===== config.mk =====
export PLATFORM = sky130hd
export DESIGN_NAME = hazard_unit
export DESIGN_NICKNAME = d
export VERILOG_FILES = /design/src/rtl/cpu_pipe_pkg.sv /design/src/rtl/sat_counter.sv /design/src/rtl/hazard_unit.sv
export SDC_FILE = /design/constraint.sdc
export NUM_CORES = 1
export LEC_CHECK = 0
export CAP_MARGIN = 40
export CORE_ASPECT_RATIO = 0.5
export CORE_MARGIN = 8
export CORE_UTILIZATION = 28
export DETAILED_ROUTE_END_ITERATION = 8
export RECOVER_POWER = 25
export SKIP_CTS_REPAIR_TIMING = 1
export SYNTH_ARGS = -nofsm -noshare
export SYNTH_HDL_FRONTEND = slang
export SYNTH_SLANG_ARGS = --single-unit

===== constraint.sdc =====
create_clock -name clk -period 2.3 [get_ports clk]
set_input_delay 0.23 -clock clk [delete_from_list [all_inputs] [get_ports clk]]
set_output_delay 0.23 -clock clk [all_outputs]
set_load 0.03 [all_outputs]

===== src/rtl/cpu_pipe_pkg.sv =====
// cpu_pipe_pkg: shared pipeline constants and types for the 5-stage CPU.
//   REG_W / REG_ZERO / REG_RA : register-file index width, $zero, $ra
//   CYC_W / CNT_W             : performance counter widths
//   ex_t / mem_t / wb_t       : per-stage hazard tracking records
//   fwd_hit()                 : "this producer supplies this source register"
package cpu_pipe_pkg;

    localparam int              REG_W    = 5;
    localparam logic [REG_W-1:0] REG_ZERO = 5'd0;
    localparam logic [REG_W-1:0] REG_RA   = 5'h1f;
    localparam int              CYC_W    = 32;
    localparam int              CNT_W    = 16;

    // EX needs its sources (for forwarding compares) plus destination info.
    typedef struct packed {
        logic [REG_W-1:0] ra;
        logic [REG_W-1:0] rb;
        logic [REG_W-1:0] rw;
        logic             we;
        logic             ld;
    } ex_t;

    // MEM keeps ld so a load still in MEM is never a forwarding source.
    typedef struct packed {
        logic [REG_W-1:0] rw;
        logic             we;
        logic             ld;
    } mem_t;

    typedef struct packed {
        logic [REG_W-1:0] rw;
        logic             we;
    } wb_t;

    // $zero is hardwired, so a write to it never produces a usable value.
    function automatic logic fwd_hit(logic we, logic [REG_W-1:0] rw,
                                     logic [REG_W-1:0] src);
        return we && (rw != REG_ZERO) && (rw == src);
    endfunction

endpackage


===== src/rtl/sat_counter.sv =====
// sat_counter: enable-gated up counter, async active-low clear.
//   W     : counter width
//   SAT   : 1 = stick at all-ones, 0 = wrap to zero
//   clk, rst_n, en_i : clock, async reset, count enable
//   cnt_o            : current count
module sat_counter #(
    parameter int W   = 16,
    parameter bit SAT = 1'b1
) (
    input  logic         clk,
    input  logic         rst_n,
    input  logic         en_i,
    output logic [W-1:0] cnt_o
);

    logic [W-1:0] cnt_q, cnt_d;

    always_comb begin
        cnt_d = cnt_q;
        if (en_i && !(SAT && (cnt_q == '1)))
            cnt_d = cnt_q + W'(1);
    end

    always_ff @(posedge clk or negedge rst_n) begin
        if (!rst_n) cnt_q <= '0;
        else        cnt_q <= cnt_d;
    end

    assign cnt_o = cnt_q;

endmodule


===== src/rtl/hazard_unit.sv =====
// hazard_unit: forwarding selects, load-use stall, branch flush and
// performance counters for the 5-stage pipeline.
//   clk, rst_n                    : clock, async active-low reset
//   id_ra/id_rb/id_rw             : ID sources and final destination
//   id_we/id_ld/id_use_a/id_use_b : ID regwrite, load, reads ra, reads rb
//   ex_taken, halt                : EX redirect, syscall freeze
//   A_MEM/A_WB/B_MEM/B_WB         : operand forwarding selects
//   stall/bubble_ex/flush_id      : pipeline control
//   cycle_cnt/stall_cnt/flush_cnt : performance counters
import cpu_pipe_pkg::*;

module hazard_unit (
    input  logic             clk,
    input  logic             rst_n,
    input  logic [REG_W-1:0] id_ra,
    input  logic [REG_W-1:0] id_rb,
    input  logic [REG_W-1:0] id_rw,
    input  logic             id_we,
    input  logic             id_ld,
    input  logic             id_use_a,
    input  logic             id_use_b,
    input  logic             ex_taken,
    input  logic             halt,
    output logic             A_MEM,
    output logic             A_WB,
    output logic             B_MEM,
    output logic             B_WB,
    output logic             stall,
    output logic             bubble_ex,
    output logic             flush_id,
    output logic [CYC_W-1:0] cycle_cnt,
    output logic [CNT_W-1:0] stall_cnt,
    output logic [CNT_W-1:0] flush_cnt
);

    ex_t  ex_q,  ex_d;
    mem_t mem_q, mem_d;
    wb_t  wb_q,  wb_d;

    logic lu;
    logic run;   // out of reset and not frozen: the pipeline advances this edge

    // Forwarding looks only at registered state. A load in MEM is excluded;
    // its consumer was stalled so it meets the load in WB instead.
    always_comb begin
        A_MEM = fwd_hit(mem_q.we & ~mem_q.ld, mem_q.rw, ex_q.ra);
        B_MEM = fwd_hit(mem_q.we & ~mem_q.ld, mem_q.rw, ex_q.rb);
        A_WB  = fwd_hit(wb_q.we, wb_q.rw, ex_q.ra) & ~A_MEM;
        B_WB  = fwd_hit(wb_q.we, wb_q.rw, ex_q.rb) & ~B_MEM;
    end

    always_comb begin
        lu = ex_q.ld && ex_q.we && (ex_q.rw != REG_ZERO) &&
             ((id_use_a && (id_ra == ex_q.rw)) ||
              (id_use_b && (id_rb == ex_q.rw)));
    end

    // rst_n gates the controls so every output reads 0 during reset, even
    // with halt or ex_taken asserted. A redirect makes the stalled consumer
    // dead, so ex_taken wins over lu.
    assign run       = rst_n & ~halt;
    assign stall     = rst_n & (halt | (lu & ~ex_taken));
    assign bubble_ex = run & (ex_taken | lu);
    assign flush_id  = run & ex_taken;

    always_comb begin
        wb_d.rw  = mem_q.rw;
        wb_d.we  = mem_q.we;
        mem_d.rw = ex_q.rw;
        mem_d.we = ex_q.we;
        mem_d.ld = ex_q.ld;
        ex_d.ra  = id_ra;
        ex_d.rb  = id_rb;
        ex_d.rw  = id_rw;
        ex_d.we  = id_we;
        ex_d.ld  = id_ld;
        if (bubble_ex) ex_d = '0;
    end

    always_ff @(posedge clk or negedge rst_n) begin
        if (!rst_n) begin
            ex_q  <= '0;
            mem_q <= '0;
            wb_q  <= '0;
        end else if (!halt) begin
            ex_q  <= ex_d;
            mem_q <= mem_d;
            wb_q  <= wb_d;
        end
    end

    sat_counter #(.W(CYC_W), .SAT(1'b0)) u_cyc_cnt (
        .clk   (clk),
        .rst_n (rst_n),
        .en_i  (run),
        .cnt_o (cycle_cnt)
    );

    sat_counter #(.W(CNT_W), .SAT(1'b1)) u_stall_cnt (
        .clk   (clk),
        .rst_n (rst_n),
        .en_i  (run & lu & ~ex_taken),
        .cnt_o (stall_cnt)
    );

    sat_counter #(.W(CNT_W), .SAT(1'b1)) u_flush_cnt (
        .clk   (clk),
        .rst_n (rst_n),
        .en_i  (run & ex_taken),
        .cnt_o (flush_cnt)
    );

endmodule


== After elaboration in Yosys (flattened, before gate mapping) ==
Cells that the tools add are included.

* Flip-flop bits (word level): 94
* Logic and storage cells: 61

* $add $sub $neg: 3
* Eq/ne operators: 8
* Mux-type cells: 1
* Bitwise logic cells: 17
* Reduce and logical (&&, ||, !) cells: 19

{| class="wikitable"
|+ Operators by type and width
! cell !! number
|-
| $add 16x1->16 const B || 2
|-
| $add 32x1->32 const B || 1
|-
| $eq 16x16->1 const B || 2
|-
| $eq 5x5->1 || 6
|-
| $mux 17 || 1
|-
| $reduce_bool 5->1 || 3
|-
| $logic_and 1x1->1 || 13
|-
| $and 1x1->1 || 10
|-
| $not 1->1 || 5
|-
| $logic_not 1->1 || 2
|-
| $or 1x1->1 || 2
|-
| $logic_or 1x1->1 || 1
|}

== Logic depth before layout (Yosys ltp) ==
Gate-level depths: netlist (run 1).

* Word-level depth: 7
* Gate-level depth with buffers: 7
* Depth with buffers taken out: 6

== Cells and area by module ==
Synthesis (run 1) repeated with hierarchy kept, for this count alone.

* Cell total of the unflattened synthesis: 442
* Area, all modules: 4844.6 µm²

{| class="wikitable"
|+ By module, submodules not included
! module !! times used !! cells an instance !! area each (µm²) !! sequential area each (µm²)
|-
| hazard_unit || 1 || 181 || 1794.2 || 750.7
|-
| sat_counter (u_flush_cnt ...) || 2 || 69 || 800.8 || 400.4
|-
| sat_counter (u_cyc_cnt) || 1 || 123 || 1448.9 || 800.8
|}

== Worst setup path before layout (run 1) ==
OpenSTA, ideal clock, no wires.

* Kind: reg2out
* Start point: register mem_q[3] (netlist name)
* End point: output A_WB
* Data arrival time: 2.344 ns
* Path slack: -0.274 ns
* Cell stages (with the launch flop): 5
* Path buffers: 0
* Path through: dfrtp_1 or4_1 o21ai_0 nor4_1 nor4_1

* Cells in the longest elaborated chain, start to end: 5
* Elaborated cells on any way between the ends: 6

{| class="wikitable"
|+ Ends and longest elaborated chain
! what !! RTL line !! source
|-
| from (decl) || hazard_unit.sv:37 || <nowiki>mem_t mem_q, mem_d;</nowiki>
|-
| from (signal assigned) || hazard_unit.sv:87 || <nowiki>mem_q <= mem_d;</nowiki>
|-
| $reduce_bool 5->1 || cpu_pipe_pkg.sv:38 || <nowiki>return we && (rw != REG_ZERO) && (rw == src);</nowiki>
|-
| $logic_and 1x1->1 || cpu_pipe_pkg.sv:38 ||
|-
| $logic_and 1x1->1 * || cpu_pipe_pkg.sv:38 ||
|-
| named net A_MEM || hazard_unit.sv:24 || <nowiki>output logic A_MEM,</nowiki>
|-
| $not 1->1 * || hazard_unit.sv:48 || <nowiki>A_WB = fwd_hit(wb_q.we, wb_q.rw, ex_q.ra) & ~A_MEM;</nowiki>
|-
| $and 1x1->1 * || hazard_unit.sv:48 ||
|-
| to (decl) || hazard_unit.sv:25 || <nowiki>output logic A_WB,</nowiki>
|}

The timed path passes the listed nets; every way through them passes the cells marked *.

== Worst setup path in the final report (run 1) ==
* Start point: register wb_q[5] (netlist name)
* End point: output A_WB

* Cells in the longest elaborated chain, start to end: 4
* Elaborated cells on any way between the ends: 5

{| class="wikitable"
|+ Ends and longest elaborated chain
! what !! RTL line !! source
|-
| from (decl) || hazard_unit.sv:38 || <nowiki>wb_t wb_q, wb_d;</nowiki>
|-
| from (signal assigned) || hazard_unit.sv:88 || <nowiki>wb_q <= wb_d;</nowiki>
|-
| $reduce_bool 5->1 || cpu_pipe_pkg.sv:38 ||
|-
| $logic_and 1x1->1 || cpu_pipe_pkg.sv:38 ||
|-
| $logic_and 1x1->1 * || cpu_pipe_pkg.sv:38 ||
|-
| $and 1x1->1 * || hazard_unit.sv:48 ||
|}

Every way passes the cells marked *; elsewhere a longest branch is shown, timed or not.

==> metrics.md, run 1 <==
| Metric | Value |
|---|---|
| Worst-Skew Late Latency | `340 ps` |
| Ys Warns | `0` |
| Num rows | `33` |
| Fin Hold WS | `194.9 ps` |
| First-pass GRT wire length | `~19 mm` |
| P_leak | `~2.6 nW` |
| Fin crit period | `~2200 ps` |
| Critical path startpoint | `wb_q[5]` |
| CTS tree | `done` |
| Total iterations of the first detailed-routing run | `4` |
| Layout cells sized above 1 | `18.71%` |
| Finished Cell Area | `6322 um2` |
| Routed Antenna Nets | `0` |
| Unique masters post-synth | `between 40 and 50` |
| Vias in the first global route | `3526` |
| CP max FO | `4` |
| Area growth, synth to finish | `36.53%` |
| Post-synthesis cell area | `4631 um2` |
| Critical path class | `reg -> out` |
| Root Driver | `clkbuf_16` |
| Gr usage total | `between 10 and 15%` |
| Relative slew slack | `17.97%` |
| RR Endpoint | `u_cyc_cnt.cnt_o[24]` |
| Startpoint class of the critical path | `flop` |
| Total Nets Final | `550` |
| Max frequency | `0.4486 GHz` |
| CP required | `2070 ps` |
| Register area share after synthesis | `between 50% and 60%` |
| Vias | `3438` |
| Num Clock Sinks | `94` |
| GPL Wtd Cong | `a little under 0.8` |
| Vias/cell | `~4.5` |
| Worst-path clk slew | `approximately 70 ps` |
| Final hold vios | `0` |
| Crit-path max cell delay | `500 ps` |
| Hold Crit Class | `in -> async` |
| IO buf count | `93` |
| Pins Over Slew Limit | `0` |
| Placed Cells | `730` |
| RR Startpoint | `u_cyc_cnt.cnt_o[0]` |
| Clock Skews | `8.478 ps` |
| Dpl ws | `-2.435 ps` |
| TritonCTS Buffers | `9` |
| Post-DP HPWL | `8.559 mm` |
| Critical Path End | `A_WB` |
| Placed cell areas | `5906 um2` |
| Pin count of the biggest net entering global routing | `56` |
| Actual transition at the worst max-transition pin | `between 1000 and 1500 ps` |
| Outcome | `complete, no violations` |
| Most common cell after layout, fill and taps aside | `dfrtp_1` |
| Initial DRC count | `159` |
| Slowest CP cell | `or4_4` |
| Chip height | `106.9 um` |
| Mapped Nets | `431` |
| Final Cycle Share | `96.92%` |
| GR Overflow Total | `0` |
| I/O pins | `94` |
| Cell Count, Final, Fillers Out | `756` |
| Crit. End Element | `output pin` |
| H-Tree Level Count | `3` |
| Initial antenna violation count | `0` |
| Reg2Reg Depth | `6` |
| Worst R2R Setup Slack | `350 ps` |
| Critical path arrival | `2000 ps` |
| Syn Area/Cell | `approximately 11 um2` |
| Die area | `21160 um2` |
| Register bit total from synthesis | `94` |
| CP Cell Sequence | `buf_6, xor2_1, or4_4, nor4_4, buf_4` |
| Final WS setup | `70.91 ps` |
| Fillers | `1625` |
| Commonest non-fill, non-tap cells in the layout | `dfrtp_1, clkdlybuf4s50_1, xnor2_1` |
| Ant. Diodes | `0` |
| RSZ-0062 raised after global routing | `true` |
| Syn Inst Count | `about 410` |
| Crit path buf inv count | `2` |
| Worst path depth | `5` |
| Pwr dens | `731.5 nW/um2` |
| Maxcap violations | `0` |
| Peak VDD IR | `387.2 uV` |
| CORE AREA | `approximately 16000 um2` |
| Wire length per cell | `15.63 um` |
| Starting Density | `28.46%` |
| Final setup fails | `0` |
| CP top delay family | `simple AND/OR/NAND/NOR gates` |
| Core Util, Final | `between 30% and 40%` |
| Chip width | `197.9 um` |
| CTS Buffer Depth | `2` |
| DRC viols | `0` |
| WL final | `11.82 mm` |
==> how the worst min path moves through the flow <==
| stage | from | slack (ps) | depth (start not counted) | end |
|---|---|---|---|---|
| after global placement | rst_n | 90 | 1 | u_cyc_cnt.cnt_o[2] |
| after floorplan | rst_n | -70 | 0 | ex_q[0] |
| after global routing | rst_n | 220 | 2 | u_flush_cnt.cnt_o[4] |
| final | rst_n | 190 | 2 | u_flush_cnt.cnt_o[4] |
| after detailed placement | rst_n | 90 | 1 | u_cyc_cnt.cnt_o[2] |
| after CTS | rst_n | -280 | 1 | u_cyc_cnt.cnt_o[8] |
==> metrics by stage <==
step,TNS (ps),total power [mW]
after CTS,-830.6,4.614
after global placement,0,3.072
after global routing,-13.99,4.869
after detailed placement,-2.435,3.082
final,0,4.625
after floorplan,0,2.614
==> Yosys cell counts (all sizes together) <==
| cell | count | area share (%) |
|---|---|---|
| a21oi | 2 | 0.30 |
| a311oi | 1 | 0.19 |
| a31oi | 1 | 0.14 |
| and2 | 1 | 0.14 |
| and3 | 8 | 1.1 |
| and4 | 4 | 0.76 |
| buf | 6 | 0.76 |
| clkbuf | 4 | 0.32 |
| dfrtp | 94 | 51 |
| ha | 3 | 0.81 |
| inv | 5 | 0.41 |
| mux2 | 33 | 8.0 |
| nand2 | 31 | 2.5 |
| nand2b | 3 | 0.41 |
| nand3 | 26 | 2.9 |
| nand3b | 1 | 0.16 |
| nand4 | 18 | 2.4 |
| nand4b | 3 | 0.89 |
| nor2 | 16 | 1.3 |
| nor2b | 2 | 0.27 |
| nor3 | 10 | 1.5 |
| nor3b | 1 | 0.16 |
| nor4 | 7 | 0.95 |
| o2111a | 1 | 0.24 |
| o211ai | 2 | 0.32 |
| o21a | 17 | 2.8 |
| o21ai | 3 | 0.32 |
| o22ai | 1 | 0.14 |
| o311a | 1 | 0.22 |
| or2 | 1 | 0.14 |
| or3 | 2 | 0.27 |
| or3b | 1 | 0.19 |
| or4 | 6 | 1.1 |
| xnor2 | 64 | 12 |
| xor2 | 26 | 4.9 |
==> layout make-up <==
cell class | instances | area (um2) | area share (%)
sequential | 94 | 2361 | 37.34
clock buffer | 11 | 242.7 | 3.839
clock inverter | 5 | 56.30 | 0.8906
tap | 227 | 284.0 | 4.492
inverter | 5 | 18.77 | 0.2969
timing repair buffer | 118 | 1105 | 17.47
multi-input combinational | 296 | 2255 | 35.66
==> flip-flops by register name, summed over array words and instances, names as in the netlist <==
name and cells:
ex_q 17, mem_q 7, u_cyc_cnt.cnt_o 32, u_flush_cnt.cnt_o 16, u_stall_cnt.cnt_o 16, wb_q 6
==> routing by layer <==
layer  track usage [%]  up-vias  wire [um]
li1                  -     1664          -
met1             13.86     1724       5355
met2             18.88       42       5892
met3             2.876        8        473
met4             3.339        0         99
met5                 0        -          0
==> logic make-up after synthesis <==
group,share of synthesized area (%)
buf+inv,1.486
compound gates,4.620
mux,8.025
fa+ha+maj,0.8107
xor+xnor,17.02
simple gates,17.24
flops,50.80
==> report_power, final <==
part	switching (mW)	internal, mW
Combinational	0.543	0.529
Clock	0.638	0.873
Sequential	0.217	1.82
Note: power is estimated with default switching activity, not from simulation.
==> run 2: changes to the inputs <==
--- a/config.mk
+++ b/config.mk
@@ -6,7 +6,7 @@
 export NUM_CORES = 1
 export LEC_CHECK = 0
 export CAP_MARGIN = 40
-export CORE_ASPECT_RATIO = 0.5
+export CORE_ASPECT_RATIO = 1.4
 export CORE_MARGIN = 8
 export CORE_UTILIZATION = 28
 export DETAILED_ROUTE_END_ITERATION = 8
==> constraint.sdc (replaced) <==
create_clock -name clk -period 2.3 [get_ports clk]
set_input_delay 0.46 -clock clk [delete_from_list [all_inputs] [get_ports clk]]
set_output_delay 0.46 -clock clk [all_outputs]
set_load 0.03 [all_outputs]
==> run 2 against run 1 <==
- the run now ends with negative setup slack left
- final cell count down 1.2%
- clock skew down 1.2 ps
- clock power down 5%
- critical path type unchanged
- critical endpoint is now B_WB
- first-iteration DRC count up 12%
- routed wire length up 3.8%
- setup slack worse by 250 ps
- total power down 0.54%
- core utilization up 1.3 points
- cell area up 2.8%
- sequential share of layout area down 1.1 points
- flip-flop and latch count unchanged
- largest cell class unchanged
==> metrics.md, run 2 (synthesis gave the netlist of run 1 again) <==
| Metric | Value |
|---|---|
| Area occupied by multi-input gates | `2302 um2 (+2.1%)` |
| Num Clock Sinks | `94 (unchanged)` |
| CTS Buffer Depth | `2 (unchanged)` |
| Worst-Skew Late Latency | `340 ps (about the same)` |
| DRC viols | `0 (unchanged)` |
| Reg2Reg Depth | `6 (unchanged)` |
| Pwr dens | `707.4 nW/um2 (-3.3%)` |
| Maxcap violations | `0 (unchanged)` |
| CTS tree | `done` |
| Worst R2R Setup Slack | `260 ps (-90 ps)` |
| Combinational Power Share | `24.8% (+1.6 points)` |
| P_leak | `2.772 nW (+6.6%)` |
| TritonCTS Buffers | `9 (unchanged)` |
| Area growth, synth to finish | `40.42%` |
| Post-DP HPWL | `9.413 mm (+10%)` |
| Total Nets Final | `569 (+3.5%)` |
| Internal power of the cells | `3.151 mW (-2.4%)` |
| IO buf count | `93 (unchanged)` |
| Commonest non-fill, non-tap cells in the layout | `dfrtp_1, clkdlybuf4s50_1, xnor2_1` |
| First-pass GRT wire length | `20.47 mm (+7.1%)` |
| CP required | `1840 ps (-230 ps)` |
| Vias/cell | `4.758 (+4.6%)` |
| Gr usage total | `11.95% (+0.81 points)` |
| Initial DRC count | `178 (+12%)` |
| Layout cells sized above 1 | `22.45% (+3.7 points)` |
| Cell Count, Final, Fillers Out | `747 (-1.2%)` |
| H-Tree Level Count | `3 (unchanged)` |
| Startpoint class of the critical path | `flop` |
| Routed Antenna Nets | `0 (unchanged)` |
| Num rows | `55 (+67%)` |
| Storage cell area | `2359 um2 (-0.11%)` |
| Actual transition at the worst max-transition pin | `906.8 ps (-323.6 ps)` |
| Initial antenna violation count | `0 (unchanged)` |
| Dpl ws | `-163.7 ps (-161.3 ps)` |
| Clock Skews | `7.255 ps (-1.223 ps)` |
| Failing checks | `negative setup slack` |
| Final setup fails | `4 (+4)` |
| Pin count of the biggest net entering global routing | `37 (-34%)` |
| Fillers | `1577 (-3.0%)` |
| Max FFs per register | `32 (unchanged)` |
| Hold Crit Class | `in -> async` |
| Chip width | `124.7 um (-37%)` |
| Peak VDD IR | `327.2 uV (-16%)` |
| Vias in the first global route | `3774 (+7.0%)` |
| Pins Over Slew Limit | `0 (unchanged)` |
| Vias | `3554 (+3.4%)` |
| Outcome | `complete, but fails checks` |
| Starting Density | `28.63% (+0.17 points)` |
| RR Startpoint | `ex_q[2]` |
| Worst-path clk slew | `70 ps (about the same)` |
| Chip height | `168.2 um (+57%)` |
| Placed Cells | `722 (-1.1%)` |
| Die area | `20970 um2 (-0.91%)` |
| Sw frac | `31.50% (+1.3 points)` |
| Sequential power share | `43.9% (-0.2 points)` |
| Most common cell after layout, fill and taps aside | `dfrtp_1` |
| Switching power | `1.449 mW (+3.7%)` |
| Final WS setup | `-177.3 ps (-248.2 ps)` |
| Relative slew slack | `39.54% (+22 points)` |
| CORE AREA | `16170 um2 (-0.59%)` |
| Crit. End Element | `output pin` |
| Root Driver | `clkbuf_16` |
| I/O pins | `94 (unchanged)` |
| Share of total power in the clock network | `31.3% (-1.4 points)` |
| CP max FO | `4 (unchanged)` |
| RSZ-0062 raised after global routing | `true` |
| WL final | `12.26 mm (+3.8%)` |
| Wire length per cell | `16.42 um (+5.0%)` |
| Max frequency | `0.4037 GHz (-10%)` |
| GR Overflow Total | `0 (unchanged)` |
| RR Endpoint | `u_stall_cnt.cnt_o[1]` |
| Critical path arrival | `2020 ps (+20 ps)` |
| GPL Wtd Cong | `0.8980 (+15%)` |
| Fin crit period | `2477 ps (+248.2 ps)` |
| Ant. Diodes | `0 (unchanged)` |
| Final Cycle Share | `107.7% (+11 points)` |
| Total iterations of the first detailed-routing run | `4 (unchanged)` |
| Final hold vios | `0 (unchanged)` |
| Critical path class | `reg -> out` |
-- run 2: final cells by class --
class	instances	area share, %
Clock inverter	5	0.6350
Timing Repair Buffer	137	19.84
Multi-Input combinational cell	296	35.41
Sequential cell	94	36.27
Clock buffer	11	3.733
Tap cell	199	3.829
Inverter	5	0.2886
-- run 2: routing by layer --
metal	vias up	wire length (um)	global-route usage [%]	part of all wire, %
met5	-	0	0	0
met4	0	167	3.889	1.4
met3	18	589	3.426	4.8
met2	82	6128	20.00	50
li1	1699	-	-	-
met1	1755	5379	14.41	44
-- run 2: worst max path at each step --
stage | from | endpoint | slack [ps]
after CTS | mem_q[1] | B_MEM | -360
final | wb_q[5] | B_WB | -180
after global routing | wb_q[5] | A_WB | -260
after global placement | halt | u_cyc_cnt.cnt_o[24] | -110
after detailed placement | id_ra[1] | bubble_ex | -160
after floorplan | mem_q[3] | A_WB | -60
-- run 2: metrics by stage --
| stage | power [mW] | area (um2) | util [%] | hold WS, ps | TNS (ps) |
|---|---|---|---|---|---|
| floorplan | 2.634 | 4676 | - | 164.4 | -57.91 |
| global placement | 3.149 | 6056 | 37.45 | 317.8 | -870.1 |
| detailed placement | 3.174 | 6076 | 37.57 | 320.4 | -1383 |
| CTS | 4.633 | 6360 | 39.33 | -51.63 | -1184 |
| global route | 4.848 | 6502 | 40.21 | 411.3 | -1223 |
| finish | 4.600 | 6502 | 40.21 | 379.2 | -385.5 |
-- run 2: power groups by stage --
stage / Clock, mW / Combinational [mW] / Sequential [mW]
after global routing: 1.56 / 1.23 / 2.05
after CTS: 1.48 / 1.12 / 2.03
final: 1.44 / 1.14 / 2.02
after floorplan: 0 / 0.411 / 2.22
after detailed placement: 0 / 1.12 / 2.06
after global placement: 0 / 1.10 / 2.05
-- run 2: worst max-delay path: stages, from the launching register on --
cell     delay (ps)
dfrtp_1         410
buf_4           150
xor2_1          140
or4_4           530
nor4_4          290
buf_6           170
